===== config.mk =====
export PLATFORM = sky130hd
export DESIGN_NAME = booth_bus_host_flat
export DESIGN_NICKNAME = d
export VERILOG_FILES = /design/src/rtl/booth_pkg.sv /design/src/rtl/booth_bus_host_if.sv /design/src/rtl/booth_bus_host_timer.sv /design/src/rtl/booth_bus_host.sv /design/src/flat_wrapper.sv
export SDC_FILE = /design/constraint.sdc
export NUM_CORES = 1
export LEC_CHECK = 0
export ABC_AREA = 1
export CAP_MARGIN = 10
export CORE_MARGIN = 2
export CORE_UTILIZATION = 25
export CTS_CLUSTER_SIZE = 16
export DETAILED_ROUTE_END_ITERATION = 7
export PLACE_DENSITY_LB_ADDON = 0.15
export SYNTH_ARGS = -nofsm -noshare
export SYNTH_HDL_FRONTEND = slang
export SYNTH_HIERARCHICAL = 1
export SYNTH_SLANG_ARGS = --single-unit

===== constraint.sdc =====
create_clock -name clk -period 1.4 [get_ports clk]
set_clock_uncertainty 0.15 [all_clocks]
set_input_delay 0.28 -clock clk [delete_from_list [all_inputs] [get_ports clk]]
set_output_delay 0.28 -clock clk [all_outputs]
set_load 0.005 [all_outputs]

===== src/rtl/booth_pkg.sv =====
// Shared types and defaults for the BoothMultiplier host sequencer.
// Optional WAIT timeout is enabled by defining BOOTH_HOST_TIMEOUT_EN.
package booth_pkg;

  localparam int W_DEFAULT              = 6;
  localparam int TIMEOUT_CYCLES_DEFAULT = 64;

  typedef enum logic [2:0] {
    IDLE,
    START,
    LOAD_X,
    LOAD_Y,
    WAIT,
    RD_HI,
    RD_LO,
    RESP
  } state_t;

endpackage


===== src/rtl/booth_bus_host_if.sv =====
// Operand/result handshakes plus the narrow multiplier bus, bundled for booth_bus_host.
// res_err exists only when BOOTH_HOST_TIMEOUT_EN is defined.
interface booth_bus_host_if import booth_pkg::*; #(
  parameter int W = W_DEFAULT
);

  logic           op_valid;
  logic           op_ready;
  logic [W-1:0]   op_a;
  logic [W-1:0]   op_b;
  logic           res_valid;
  logic           res_ready;
  logic [2*W-1:0] res_data;
`ifdef BOOTH_HOST_TIMEOUT_EN
  logic           res_err;
`endif
  logic           busy;
  logic           mul_start;
  logic [W-1:0]   mul_in_bus;
  logic           mul_done;
  logic [W-1:0]   mul_out_bus;

  // slave is the host sequencer's view; master is the surrounding system.
  modport slave (
    input  op_valid, op_a, op_b, res_ready, mul_done, mul_out_bus,
`ifdef BOOTH_HOST_TIMEOUT_EN
    output res_err,
`endif
    output op_ready, res_valid, res_data, busy, mul_start, mul_in_bus
  );

  modport master (
    output op_valid, op_a, op_b, res_ready, mul_done, mul_out_bus,
`ifdef BOOTH_HOST_TIMEOUT_EN
    input  res_err,
`endif
    input  op_ready, res_valid, res_data, busy, mul_start, mul_in_bus
  );

endinterface


===== src/rtl/booth_bus_host_timer.sv =====
// WAIT-state watchdog: counts consecutive cycles with run high, restarting whenever run drops.
// Only instantiated when BOOTH_HOST_TIMEOUT_EN is defined.
module booth_bus_host_timer import booth_pkg::*; #(
  parameter int TIMEOUT_CYCLES = TIMEOUT_CYCLES_DEFAULT
) (
  input  logic clk,
  input  logic rst,
  input  logic run,
  output logic expired
);

  localparam int CW = $clog2(TIMEOUT_CYCLES);

  logic [CW-1:0] count_reg;

  // expired flags the TIMEOUT_CYCLES-th consecutive run cycle
  assign expired = run && (count_reg == CW'(TIMEOUT_CYCLES - 1));

  always_ff @(posedge clk) begin
    if (!rst || !run) begin
      count_reg <= '0;
    end else if (!expired) begin
      count_reg <= count_reg + 1'b1;
    end
  end

endmodule


===== src/rtl/booth_bus_host.sv =====
// Host sequencer for BoothMultiplier: serialises start/X/Y onto inBus, reads {hi,lo} from outBus.
// Define BOOTH_HOST_TIMEOUT_EN to bound the WAIT state and report res_err.
module booth_bus_host import booth_pkg::*; #(
  parameter int W              = W_DEFAULT,
  parameter int TIMEOUT_CYCLES = TIMEOUT_CYCLES_DEFAULT
) (
  input logic             clk,
  input logic             rst,
  booth_bus_host_if.slave bus
);

  state_t         state_reg;
  logic [W-1:0]   x_reg;
  logic [W-1:0]   y_reg;
  logic           mul_start_reg;
  logic [W-1:0]   mul_in_bus_reg;
  logic           res_valid_reg;
  logic [2*W-1:0] res_data_reg;
  logic           timeout;

  if (TIMEOUT_CYCLES < 2) begin : g_timeout_range
    $error("TIMEOUT_CYCLES must be at least 2");
  end

`ifdef BOOTH_HOST_TIMEOUT_EN
  logic res_err_reg;

  booth_bus_host_timer #(
    .TIMEOUT_CYCLES(TIMEOUT_CYCLES)
  ) u_timer (
    .clk    (clk),
    .rst    (rst),
    .run    (state_reg == WAIT),
    .expired(timeout)
  );

  assign bus.res_err = res_err_reg;
`else
  assign timeout = 1'b0;
`endif

  assign bus.op_ready   = (state_reg == IDLE);
  assign bus.busy       = (state_reg != IDLE);
  assign bus.mul_start  = mul_start_reg;
  assign bus.mul_in_bus = mul_in_bus_reg;
  assign bus.res_valid  = res_valid_reg;
  assign bus.res_data   = res_data_reg;

  // Outputs are loaded on the edge entering a state so they are valid for that whole state.
  always_ff @(posedge clk) begin
    if (!rst) begin
      state_reg      <= IDLE;
      x_reg          <= '0;
      y_reg          <= '0;
      mul_start_reg  <= 1'b0;
      mul_in_bus_reg <= '0;
      res_valid_reg  <= 1'b0;
      res_data_reg   <= '0;
`ifdef BOOTH_HOST_TIMEOUT_EN
      res_err_reg    <= 1'b0;
`endif
    end else begin
      case (state_reg)
        IDLE: begin
          if (bus.op_valid) begin
            x_reg          <= bus.op_a;
            y_reg          <= bus.op_b;
            mul_start_reg  <= 1'b1;
            mul_in_bus_reg <= '0;
            state_reg      <= START;
          end
        end
        START: begin
          mul_start_reg  <= 1'b0;
          mul_in_bus_reg <= x_reg;
          state_reg      <= LOAD_X;
        end
        LOAD_X: begin
          mul_in_bus_reg <= y_reg;
          state_reg      <= LOAD_Y;
        end
        LOAD_Y: begin
          mul_in_bus_reg <= '0;
          state_reg      <= WAIT;
        end
        WAIT: begin
          // done is only meaningful here; stale pulses elsewhere fall through the other arms
          if (bus.mul_done) begin
            state_reg <= RD_HI;
          end else if (timeout) begin
            res_data_reg  <= '0;
            res_valid_reg <= 1'b1;
`ifdef BOOTH_HOST_TIMEOUT_EN
            res_err_reg   <= 1'b1;
`endif
            state_reg     <= RESP;
          end
        end
        RD_HI: begin
          res_data_reg[2*W-1:W] <= bus.mul_out_bus;
          state_reg             <= RD_LO;
        end
        RD_LO: begin
          res_data_reg[W-1:0] <= bus.mul_out_bus;
          res_valid_reg       <= 1'b1;
          state_reg           <= RESP;
        end
        RESP: begin
          if (bus.res_ready) begin
            res_valid_reg <= 1'b0;
`ifdef BOOTH_HOST_TIMEOUT_EN
            res_err_reg   <= 1'b0;
`endif
            state_reg     <= IDLE;
          end
        end
        default: state_reg <= IDLE;
      endcase
    end
  end

endmodule


===== src/flat_wrapper.sv =====
// flat-port wrapper written by rule: the top's interface ports become plain ports
module booth_bus_host_flat import booth_pkg::*;
#(
  parameter int W              = W_DEFAULT,
  parameter int TIMEOUT_CYCLES = TIMEOUT_CYCLES_DEFAULT
)
  (clk, rst, bus_op_valid, bus_op_a, bus_op_b, bus_res_ready, bus_mul_done, bus_mul_out_bus, bus_op_ready, bus_res_valid, bus_res_data, bus_busy, bus_mul_start, bus_mul_in_bus);
  booth_bus_host_if #(.W(W)) bus_i ();
  input logic clk;
  input logic rst;
  input wire logic [$bits(bus_i.op_valid)-1:0] bus_op_valid;
  input wire logic [$bits(bus_i.op_a)-1:0] bus_op_a;
  input wire logic [$bits(bus_i.op_b)-1:0] bus_op_b;
  input wire logic [$bits(bus_i.res_ready)-1:0] bus_res_ready;
  input wire logic [$bits(bus_i.mul_done)-1:0] bus_mul_done;
  input wire logic [$bits(bus_i.mul_out_bus)-1:0] bus_mul_out_bus;
  output wire logic [$bits(bus_i.op_ready)-1:0] bus_op_ready;
  output wire logic [$bits(bus_i.res_valid)-1:0] bus_res_valid;
  output wire logic [$bits(bus_i.res_data)-1:0] bus_res_data;
  output wire logic [$bits(bus_i.busy)-1:0] bus_busy;
  output wire logic [$bits(bus_i.mul_start)-1:0] bus_mul_start;
  output wire logic [$bits(bus_i.mul_in_bus)-1:0] bus_mul_in_bus;
  assign bus_i.op_valid = bus_op_valid;
  assign bus_i.op_a = bus_op_a;
  assign bus_i.op_b = bus_op_b;
  assign bus_i.res_ready = bus_res_ready;
  assign bus_i.mul_done = bus_mul_done;
  assign bus_i.mul_out_bus = bus_mul_out_bus;
  assign bus_op_ready = bus_i.op_ready;
  assign bus_res_valid = bus_i.res_valid;
  assign bus_res_data = bus_i.res_data;
  assign bus_busy = bus_i.busy;
  assign bus_mul_start = bus_i.mul_start;
  assign bus_mul_in_bus = bus_i.mul_in_bus;
  booth_bus_host #(.W(W), .TIMEOUT_CYCLES(TIMEOUT_CYCLES)) u_core (.clk(clk), .rst(rst), .bus(bus_i));
endmodule

==> Yosys cells after proc, flatten, opt, wreduce, memory -nomap -nowiden <==
Cells that the tools add are included.
Widths: inputs -> output; s select.
{ "word_totals": {"regBits": 35, "latch_bits": 0, "ram_bits": 0, "rom_bits": 0, "out_inout_bits": 22, "word_cells": 38, "mem_count": 0} }
{ "op_classes": {"addsub": 0, "multipliers": 0, "div": 0, "order_cmp": 0, "eq_ne": 10, "shifts": 0, "mux": 10, "n_bitwise": 0, "reduce_logical": 10} }
{ "ops": {"columns": ["cell", "count"], "rows": [
  ["$pmux 3 s8", 1],
  ["$pmux 6 s4", 1],
  ["$eq 3x3->1 const B", 4],
  ["$mux 3", 3],
  ["$reduce_and 2->1", 4],
  ["$eq 3x2->1 const B", 2],
  ["$mux 6", 1],
  ["$ne 2x2->1 const B", 3],
  ["$pmux 1 s2", 2],
  ["$reduce_bool 2->1", 2],
  ["$reduce_bool 4->1", 1],
  ["$eq 3x1->1 const B", 1],
  ["$logic_not 3->1", 1],
  ["$reduce_and 3->1", 1],
  ["$reduce_bool 3->1", 1],
  ["$mux 1", 2]
]} }

==> Logic depth before layout (Yosys ltp) <==
Gate-level depths: netlist of the first run.
{ "depth": {"ltp_word": 3, "ltp_mapped": 8} }

==> Least setup slack after synthesis of the first run <==
OpenSTA, ideal clock, no wires.
{ "synth_path": {"path_type": "reg2reg", "startpoint": "register u_core.state_reg[1]", "endpoint": "register u_core.x_reg[0]", "setup_ps": 124, "arrival_time_ps": 996, "slack_ps": 130, "stages_incl_launch_ff": 9, "path_buffers": 2, "cell_sequence": "dfxtp_1 -> buf_6 -> nor2_8 -> nand2_4 -> inv_6 -> nand2_4 -> buf_6 -> nand2_1 -> a21oi_2"} }
{ "synth_between": {"elab_chain_len": 2} }
{ "synth_rtl": {"columns": ["element", "line_no", "rtl"], "rows": [
  ["start: declaration", "booth_bus_host.sv:12", "state_t state_reg;"],
  ["start signal: assignment", "booth_bus_host.sv:52", "state_reg <= IDLE;"],
  ["start signal: assignment", "booth_bus_host.sv:70", "state_reg <= START;"],
  ["start signal: assignment", "booth_bus_host.sv:76", "state_reg <= LOAD_X;"],
  ["$logic_not 3->1", "booth_bus_host.sv:63", "case (state_reg)"],
  ["$reduce_and 2->1 (no source line)", null, null],
  ["end signal: assignment", "booth_bus_host.sv:66", "x_reg <= bus.op_a;"],
  ["end: declaration", "booth_bus_host.sv:13", "logic [W-1:0] x_reg;"]
]} }
Every way passes these cells.
A chain may end at the register's enable or synchronous reset.

==> Worst setup path after layout of the first run <==
{ "layout_path": {"startpoint": "register u_core.state_reg[1]", "endpoint": "output bus_op_ready"} }
{ "layout_between": {"elab_chain_len": 1} }
{ "layout_rtl": {"columns": ["element", "line_no", "rtl"], "rows": [
  ["$logic_not 3->1", "booth_bus_host.sv:42", "assign bus.op_ready = (state_reg == IDLE);"],
  ["end: declaration", "flat_wrapper.sv:17", "output wire logic [$bits(bus_i.op_ready)-1:0] bus_op_ready;"]
]} }
Every way passes these cells.

==> results_dict.tcl, run 1 <==
set metrics [dict create \
    hp-class "flop to flop" \
    die_x_um 83.5 \
    cp_max_fo 2 \
    cp_slowest_cell "dfxtp_4" \
    hold_viol_final 0 \
    io_buffers 44 \
    cts.sinks 35 \
    pwr-share-comb_pct 32.0 \
    ys_seq_area_share_pct 44.3 \
    path_clk_slew_ns 0.07 \
    path_delay_family "flip-flops" \
    yosysWarningCount 6 \
    syn2layout_area_growth_pct 43.9 \
    rows 28 \
    syn-num-nets 214 \
    ant_nets 0 \
    slew_headroom_pct 88.3 \
    grt_first_pass_wirelength_um 6030 \
    outcome "complete, no violations" \
    grt_use_total_pct 10.6 \
    ys_ff_latch 35 \
    post-cts-setup-buffers 0 \
    fin_setup_tns_ns 0 \
    irDropWorstVdd_v 0.000490 \
    die_area_um2 6970 \
    path_class "flop to primary output" \
    largest_reg_flops 12 \
    max-cap-violations 0 \
    pin_count 45 \
    reg2reg_slack_ns 0.05 \
    p_switching_uw 885 \
    power.total_mw 2.83 \
    tightest_slew_ns 0.174 \
    core_area_um2 6030 \
    cts_buffer_depth 2 \
    fmax_mhz 720 \
    avgSynthCellArea_um2 8.27 \
    numCtsBuffers 5 \
    drc_errors 0 \
    vias_per_cell 4.19 \
    mostFrequentLayoutCells "nand2_1, dfxtp_1, clkdlybuf4s50_1" \
    setup_slack_ns 0.0111 \
    worstPathRequired_ns 0.97 \
    crit_path_cell_trace "nor2_8 -> nand2_4 -> clkinv_4 -> buf_6" \
    clockPowerShare_pct 25.8 \
    drt-initial-drc-count 54 \
    start_kind "flop" \
    routabilityCongestion 0.742 \
    drive_gt1_share_pct 28.7 \
    startpoint "u_core/state_reg[1]" \
    drt_wl_total_um 3640 \
    htreeDepth 2 \
    overflow 0 \
    num_vias 1367 \
    dp_worst_setup_slack_ns -0.235 \
    drv_slew 0 \
    setup_viol 0 \
    layout_commonest_cell "nand2_1" \
    sw_frac_of_total_pct 31.3 \
    dr.pass1.iters 4 \
    synthDistinctLibCells 23 \
    cts_tree "done" \
    worstHoldStart "u_core/bus.res_data[2]" \
    max_stage_delay_ns 0.36 \
    timing.critical_path.buf_inv 2 \
    total_leakage_power_nw 0.970 \
    rsz0062_at_grt "true" \
    grt_pass1_vias 1230 \
    clk_latency_ns 0.28 \
    start_util_pct 26.2 \
    nets 274 \
    r2r-start "u_core/state_reg[1]" \
    hpwlAfterDp_um 2760 \
    syn_inst 191 \
    syn_area_um2 1580 \
    whs_ns 0.293 \
    critPathCaptureType "primary output" \
    p_per_area_nw_per_um2 1240 \
    detail_route.wl_per_cell_um 11.2 \
    final.min_clock_period_ns 1.39 \
    grt_antenna_before_repair 0 \
    n_antenna_cell 0 \
    fp.dieH_um 83.5 \
    finalCritPeriodShare_pct 99.2 \
    seqPwrFrac_pct 42.2 \
    p_int_mw 1.95 \
    cts_root_buffer "clkbuf_8" \
    arrival_ns 0.96 \
    grt_max_degree 14 \
]
## synth_stat cells (all sizes together)
master | count | area (µm²)
a21oi | 29 | 194
dfxtp | 35 | 701
o21ai | 18 | 90.1
nand4 | 3 | 18.8
buf | 8 | 78.8
inv | 21 | 83.8
clkbuf | 3 | 21.3
nor2 | 16 | 76.3
nor3 | 2 | 20.0
xnor2 | 1 | 8.76
nand2 | 38 | 158
nand3 | 17 | 130
## layer usage
metal,track usage (%),up-vias,share of wire (%)
li1,-,734,-
met1,14.2,592,50
met2,17.0,37,45
met3,3.36,4,4.7
met4,2.20,0,0.58
met5,0,-,0
## path summary, 6_finish.rpt
| path | end | cells past startpoint |
|---|---|---|
| setup / recovery | bus_op_ready | 4 |
| hold / removal | u_core/bus.res_data[2] | 2 |
| setup reg to reg | u_core/bus.res_data[9] | 6 |
| hold reg to reg | u_core/bus.res_data[2] | 2 |
## metrics by stage
stage               area, µm²  util (%)  std cells
detailed placement       2180      36.1        319
global route             2270      37.7        326
floorplan                1580         -        191
finish                   2270      37.7        326
global placement         2180      36.1        319
CTS                      2260      37.4        326
## worst register-to-register path: stages (launching register included)
cell and delay [ns]:
dfxtp_4 0.36, buf_4 0.17, inv_2 0.08, nand3_1 0.07
buf_4 0.18, o21ai_0 0.18, a21oi_1 0.06
## power by group through the flow
stage | Sequential, mW | Combinational [mW] | Clock [mW]
final | 1.20 | 0.905 | 0.730
after floorplan | 1.18 | 0.613 | 0
after CTS | 1.20 | 0.898 | 0.761
after global placement | 1.21 | 0.928 | 0
after detailed placement | 1.21 | 0.933 | 0
after global routing | 1.21 | 1.01 | 0.802
## area by class of cell
class / count / area [µm²]
inverter: 21 / 83.8
tap: 75 / 93.8
sequential: 35 / 721
fill: 669 / 3750
multi-input combinational: 124 / 701
clock buffer: 6 / 82.6
clock inverter: 1 / 5.00
timing repair buffer: 64 / 588
## cell families (layout without fill, tap and decap cells)
logic type      after synthesis  count (layout)  share of synthesized area (%)
compound gates               47              47                           18.0
xor+xnor                      1               1                          0.554
flops                        35              35                           44.3
buf+inv                      32              92                           11.6
simple gates                 76              76                           25.5
## repair_timing
item,4_1_cts,5_1_grt
pin swaps,2,2
gates resized for setup,43,10
cloned,0,0
hold buffers,0,0
endpoints found under the setup margin,45,24
No activity file was read; power rests on OpenSTA's default activity.
==> inputs of run 2 (changes only) <==
Settings changed: CTS_BUF_LIST set to sky130_fd_sc_hd__clkbuf_4 sky130_fd_sc_hd__clkbuf_8.
==> results of run 2 <==
Same layout as run 1: the final DEF is identical, and so are final timing and power.
==> inputs of run 3 (changes only) <==
Settings changed: CAP_MARGIN 10 to 20.
==> results of run 3 <==
Same layout as run 1: the final DEF is identical, and so are final timing and power.
